===== src/rtl/id_ex_stage.sv =====
// ID/EX pipeline register with load-use hazard detection, bubble insertion,
// branch flush, global stall and a saturating count of hazard bubbles.
module id_ex_stage #(
    parameter int DATA_W = 32,
    parameter int CNT_W  = 16
) (
    input  logic              clk,
    input  logic              rst,
    input  logic              stall_i,
    input  logic              flush_i,
    input  logic              id_valid_i,
    input  logic [31:0]       id_pc_i,
    input  logic [DATA_W-1:0] id_rdata1_i,
    input  logic [DATA_W-1:0] id_rdata2_i,
    input  logic [4:0]        id_raddr1_i,
    input  logic [4:0]        id_raddr2_i,
    input  logic              id_use1_i,
    input  logic              id_use2_i,
    input  logic [4:0]        id_waddr_i,
    input  logic              id_wreg_i,
    input  logic              id_mem_read_i,
    input  logic              id_mem_write_i,
    input  logic [4:0]        id_aluop_i,
    input  logic [DATA_W-1:0] id_imm_i,
    output logic              ex_valid_o,
    output logic              ex_wreg_o,
    output logic              ex_mem_read_o,
    output logic              ex_mem_write_o,
    output logic [31:0]       ex_pc_o,
    output logic [DATA_W-1:0] ex_rdata1_o,
    output logic [DATA_W-1:0] ex_rdata2_o,
    output logic [DATA_W-1:0] ex_imm_o,
    output logic [4:0]        ex_waddr_o,
    output logic [4:0]        ex_aluop_o,
    output logic              hazard_stall_o,
    output logic [CNT_W-1:0]  bubble_cnt_o
);

    logic src1_hit;
    logic src2_hit;
    logic hazard;
    logic bubble;

    // A load in EX cannot forward its data; a dependent instruction in ID must wait one cycle.
    always_comb begin
        src1_hit = id_use1_i && (id_raddr1_i == ex_waddr_o);
        src2_hit = id_use2_i && (id_raddr2_i == ex_waddr_o);
        hazard   = id_valid_i && ex_valid_o && ex_mem_read_o && ex_wreg_o &&
                   (ex_waddr_o != 5'd0) && (src1_hit || src2_hit);
        bubble   = flush_i || hazard;
    end

    assign hazard_stall_o = hazard;

    always_ff @(posedge clk or posedge rst) begin
        if (rst) begin
            ex_valid_o     <= 1'b0;
            ex_wreg_o      <= 1'b0;
            ex_mem_read_o  <= 1'b0;
            ex_mem_write_o <= 1'b0;
            ex_pc_o        <= '0;
            ex_rdata1_o    <= '0;
            ex_rdata2_o    <= '0;
            ex_imm_o       <= '0;
            ex_waddr_o     <= '0;
            ex_aluop_o     <= '0;
        end else if (!stall_i) begin
            if (bubble) begin
                ex_valid_o     <= 1'b0;
                ex_wreg_o      <= 1'b0;
                ex_mem_read_o  <= 1'b0;
                ex_mem_write_o <= 1'b0;
                ex_pc_o        <= '0;
                ex_rdata1_o    <= '0;
                ex_rdata2_o    <= '0;
                ex_imm_o       <= '0;
                ex_waddr_o     <= '0;
                ex_aluop_o     <= '0;
            end else begin
                // Control side effects are suppressed for an empty slot; data passes through.
                ex_valid_o     <= id_valid_i;
                ex_wreg_o      <= id_valid_i && id_wreg_i;
                ex_mem_read_o  <= id_valid_i && id_mem_read_i;
                ex_mem_write_o <= id_valid_i && id_mem_write_i;
                ex_pc_o        <= id_pc_i;
                ex_rdata1_o    <= id_rdata1_i;
                ex_rdata2_o    <= id_rdata2_i;
                ex_imm_o       <= id_imm_i;
                ex_waddr_o     <= id_waddr_i;
                ex_aluop_o     <= id_aluop_i;
            end
        end
    end

    // Flush outranks the hazard, so a flushed hazard is not counted.
    always_ff @(posedge clk or posedge rst) begin
        if (rst) begin
            bubble_cnt_o <= '0;
        end else if (!stall_i && !flush_i && hazard && (bubble_cnt_o != '1)) begin
            bubble_cnt_o <= bubble_cnt_o + 1'b1;
        end
    end

endmodule


===== config.mk =====
export PLATFORM = sky130hd
export DESIGN_NAME = id_ex_stage
export DESIGN_NICKNAME = d
export VERILOG_FILES = /design/src/rtl/id_ex_stage.sv
export SDC_FILE = /design/constraint.sdc
export NUM_CORES = 1
export LEC_CHECK = 0
export CAP_MARGIN = 20
export CORE_MARGIN = 4
export CORE_UTILIZATION = 35
export CTS_CLUSTER_SIZE = 14
export DETAILED_ROUTE_END_ITERATION = 10
export PLACE_DENSITY_LB_ADDON = 0.1
export SYNTH_ARGS = -nofsm -noshare
export SYNTH_HDL_FRONTEND = slang
export SYNTH_SLANG_ARGS = --single-unit

===== constraint.sdc =====
create_clock -name clk -period 6.5 [get_ports clk]
set_input_delay 1.95 -clock clk [delete_from_list [all_inputs] [get_ports clk]]
set_output_delay 1.95 -clock clk [all_outputs]
set_load 0.02 [all_outputs]

==> summary.txt <==
Routing
  • Initial DRC count: roughly 190
  • Wire per inst: 19.9 um
  • DRC viols: 0
  • Antenna-violating nets left: 0
  • Routed WL: 18700 um
  • Routed vias: 4673
  • Via density: 4.97
  • Initial DRT Pass Iterations: 6

Logic synthesis
  • Post-Syn Nets: 560
  • FF+latch count, synth: 158
  • Yosys cell types: 32
  • Seq/Total Area, Yosys: 66.9%
  • Syn. warnings: 0
  • Synthesized area per cell: 14.7 sq um
  • Syn Inst Count: 401
  • Cell Area, Synth: 5910 sq um

Floorplan
  • Starting Density: between 30% and 40%
  • Core area: 16600 sq um
  • Rows: 47
  • Die Y: 138 um
  • Die X-Extent: 138 um
  • # IOs: 317
  • Die footprint: 19000 sq um

Power and ir drop
  • Logic pwr share: approximately 18%
  • Sw Share: 24.5%
  • Clock power share: roughly 40%
  • Int Pwr: 1930 uW
  • Switch Pwr: 628 uW
  • Pwr Total: between 2000 and 3000 uW
  • Sequential Power Share: between 40% and 50%
  • Pwr Density: 260 nW/um^2
  • Peak supply drop: 171 uV
  • Leakage dissipation: ~0.0043 uW

Finish
  • Inserted Diodes: 0
  • Layout Nets: ~870
  • Synthesis-to-finish area growth: 66.4%
  • FILL cells: 1358
  • Layout cells sized above 1: 5.96%

Timing
  • Fin Setup TNS: 0 ns
  • Final hold slack: just under 0.5 ns
  • Max Freq: approximately 170 MHz
  • Post-layout min period: approximately 6 ns
  • Hold Vio Cnt, Final: 0
  • Finish-stage setup viols: 0
  • Clock skew: 0.00921 ns
  • Fin. max-slew vios: 0
  • Worst Tran Pin Value: 0.837 ns
  • Period utilization: between 90% and 100%
  • Unrepaired setup endpoints after global routing: no
  • Relative slew margins: ~44%

Flow run
  • Max Cap Viol: 0

Status
  • Outcome: completed

Global route
  • Initial antenna violation count: 0
  • First-pass GRT wire length: 28400 um
  • GRT Util Overall: about a fifth
  • Total global routing overflow: 0
  • Largest net degree at the start of global routing: 115
  • Vias in the first global route: 5097

CTS
  • CTS root buf: clkbuf_16
  • Worst skew pair latency: 0.41 ns
  • CTS tree: built
  • Hold Buf Count CTS: 0
  • Cts bufs inserted: 17
  • Worst-path clk slew: 0.06 ns
  • Max clock buf depth: 2
  • H-tree depth: 4
  • # Post-CTS Setup Buffers: 0
  • Clock sink total: 158
  • # resized after CTS: 0

Setup path
  • Critical Setup Path Class: in2out
  • Delay-heaviest family, CP: buffers and inverters
  • CP required: 4.55 ns
  • WP data arrival: 4.08 ns
  • Reg-to-Reg Start: ex_waddr_o[0]
  • CP max stage cell: clkdlybuf4s50_1
  • Crit path top cell by count: clkdlybuf4s50_1
  • Crit Path Max Fanout: 3
  • Startpoint Class: primary input
  • Worst setup startpoint: id_raddr2_i[4]
  • Setup crit end kind: primary output
  • Critical path's largest stage delay: 0.69 ns
  • CP cell instances: clkdlybuf4s50_1 -> xor2_1 -> nor4_1 -> nand3_1 -> a21oi_2 -> clkdlybuf4s50_1
  • Buf+Inv Stages, Crit Path: 2

Place
  • IO Port Bufs: about 320
  • Final GP Congestion: 0.813
  • DP HPWL: about 13000 um

Min path
  • Hold path start: bubble_cnt_o[5]
  • Hold crit path type: reg2reg
cells in the mapped netlist, drive strengths merged:
master	n	area (sq um)
a211oi	1	12.5
a21oi	2	13.8
a22o	139	1220
a32o	3	30.0
and2	1	6.26
and3	4	25.0
and4	5	43.8
buf	16	118
clkbuf	16	60.1
dfrtp	158	3950
ha	1	12.5
inv	1	3.75
mux2	2	22.5
nand2	3	11.3
nand2b	1	6.26
nand3	6	30.0
nand3b	1	7.51
nand4	8	50.1
nor2	1	11.3
nor3	1	5.00
nor3b	1	7.51
nor4	1	6.26
o21ai	1	8.76
o21bai	1	7.51
or2	1	6.26
or3	1	11.3
or4	1	7.51
xnor2	17	149
xor2	7	61.3
power groups by stage:
| stage | combinational [uW] | sequential [uW] | clock, uW |
|---|---|---|---|
| detailed placement | 464 | 1110 | 0 |
| global route | 488 | 1100 | 1070 |
| finish | 460 | 1090 | 1000 |
| floorplan | 111 | 1190 | 0 |
| CTS | 465 | 1100 | 1030 |
| global placement | 459 | 1110 | 0 |
logic make-up (layout without fill, tap and decap cells):
kind of cell               after synthesis  after routing  share of synthesized area, %
xor gates and xnor gates                24             24                          3.56
adders and majority gates                1              1                         0.212
AOI/OAI and AO/OA                      147            147                          21.8
muxes                                    2              2                         0.381
buffers and inverters                   33            353                          3.07
and+or+nand+nor                         36             36                          3.98
DFF                                    158            158                          66.9
worst register-to-register path: cells and delay by family (launching register included):
kind                   cells  cell delay [ns]
AND/OR/NAND/NOR            2             1.13
AO/OA/AOI/OAI              3             0.64
buffers and inverters      2             0.79
flip-flops                 1             0.45
through the flow:
step | util [%] | area [sq um] | instances | setup WS (ns)
after detailed placement | 55.5 | 9200 | 909 | 0.434
after global routing | 59.3 | 9830 | 941 | 0.305
final | 59.3 | 9830 | 941 | 0.472
after global placement | 55.5 | 9200 | 909 | 0.420
after CTS | 59.1 | 9800 | 940 | 0.431
after floorplan | - | 5910 | 401 | 0.287
flip-flops by register name, summed over array words and instances, names as in the netlist:
signal          count
ex_rdata2_o        32
ex_aluop_o          5
ex_imm_o           32
ex_valid_o          1
ex_pc_o            32
ex_wreg_o           1
ex_waddr_o          5
ex_rdata1_o        32
ex_mem_write_o      1
ex_mem_read_o       1
bubble_cnt_o       16
metal layers:
| layer | share of wire [%] | wire length [um] | up-vias | track usage (%) |
|---|---|---|---|---|
| met5 | 0 | 0 | - | 0 |
| met2 | 51 | 9500 | 196 | 32.2 |
| met4 | 2.2 | 404 | 0 | 7.57 |
| met1 | 38 | 7130 | 2297 | 23.3 |
| met3 | 9.0 | 1680 | 23 | 7.47 |
| li1 | - | - | 2157 | - |
cell usage in the layout, fill, tap and decap left out, drive strengths merged:
cell type,count
clkdlybuf4s50,315
dfrtp,158
a22o,139
clkbuf,22
xnor2,17
nand4,8
xor2,7
nand3,6
buf,6
and4,5
and3,4
a32o,3
nand2,3
bufinv,3
clkinvlp,3
inv,2
mux2,2
a21oi,2
clkinv,2
or3,1
nor4,1
or4,1
o21ai,1
or2,1
nor2,1
nor3b,1
o21bai,1
a211oi,1
and2,1
nor3,1
nand3b,1
nand2b,1
ha,1
final cells by class:
type / count / area [sq um] / share of cell area (%)
clock inverters: 9 / 135 / 1.38
inverters: 1 / 8.76 / 0.0891
well taps: 220 / 275 / 2.80
repair buffers: 321 / 3220 / 32.8
flip-flops and latches: 158 / 3950 / 40.2
clock buffers: 22 / 464 / 4.72
multi-input cells: 210 / 1770 / 18.0
path summary, 6_finish.rpt:
kind | to | slack, ns | depth (start not counted)
worst max-delay path | hazard_stall_o | 0.47 | 6
worst min-delay path | bubble_cnt_o[5] | 0.50 | 1
worst max register to register | ex_rdata1_o[2] | 3.44 | 7
worst min register to register | bubble_cnt_o[5] | 0.50 | 1
max in group asynchronous | bubble_cnt_o[7] | 3.43 | 3
min in group asynchronous | ex_imm_o[23] | 2.07 | 2
Note: power is estimated with default switching activity, not from simulation.
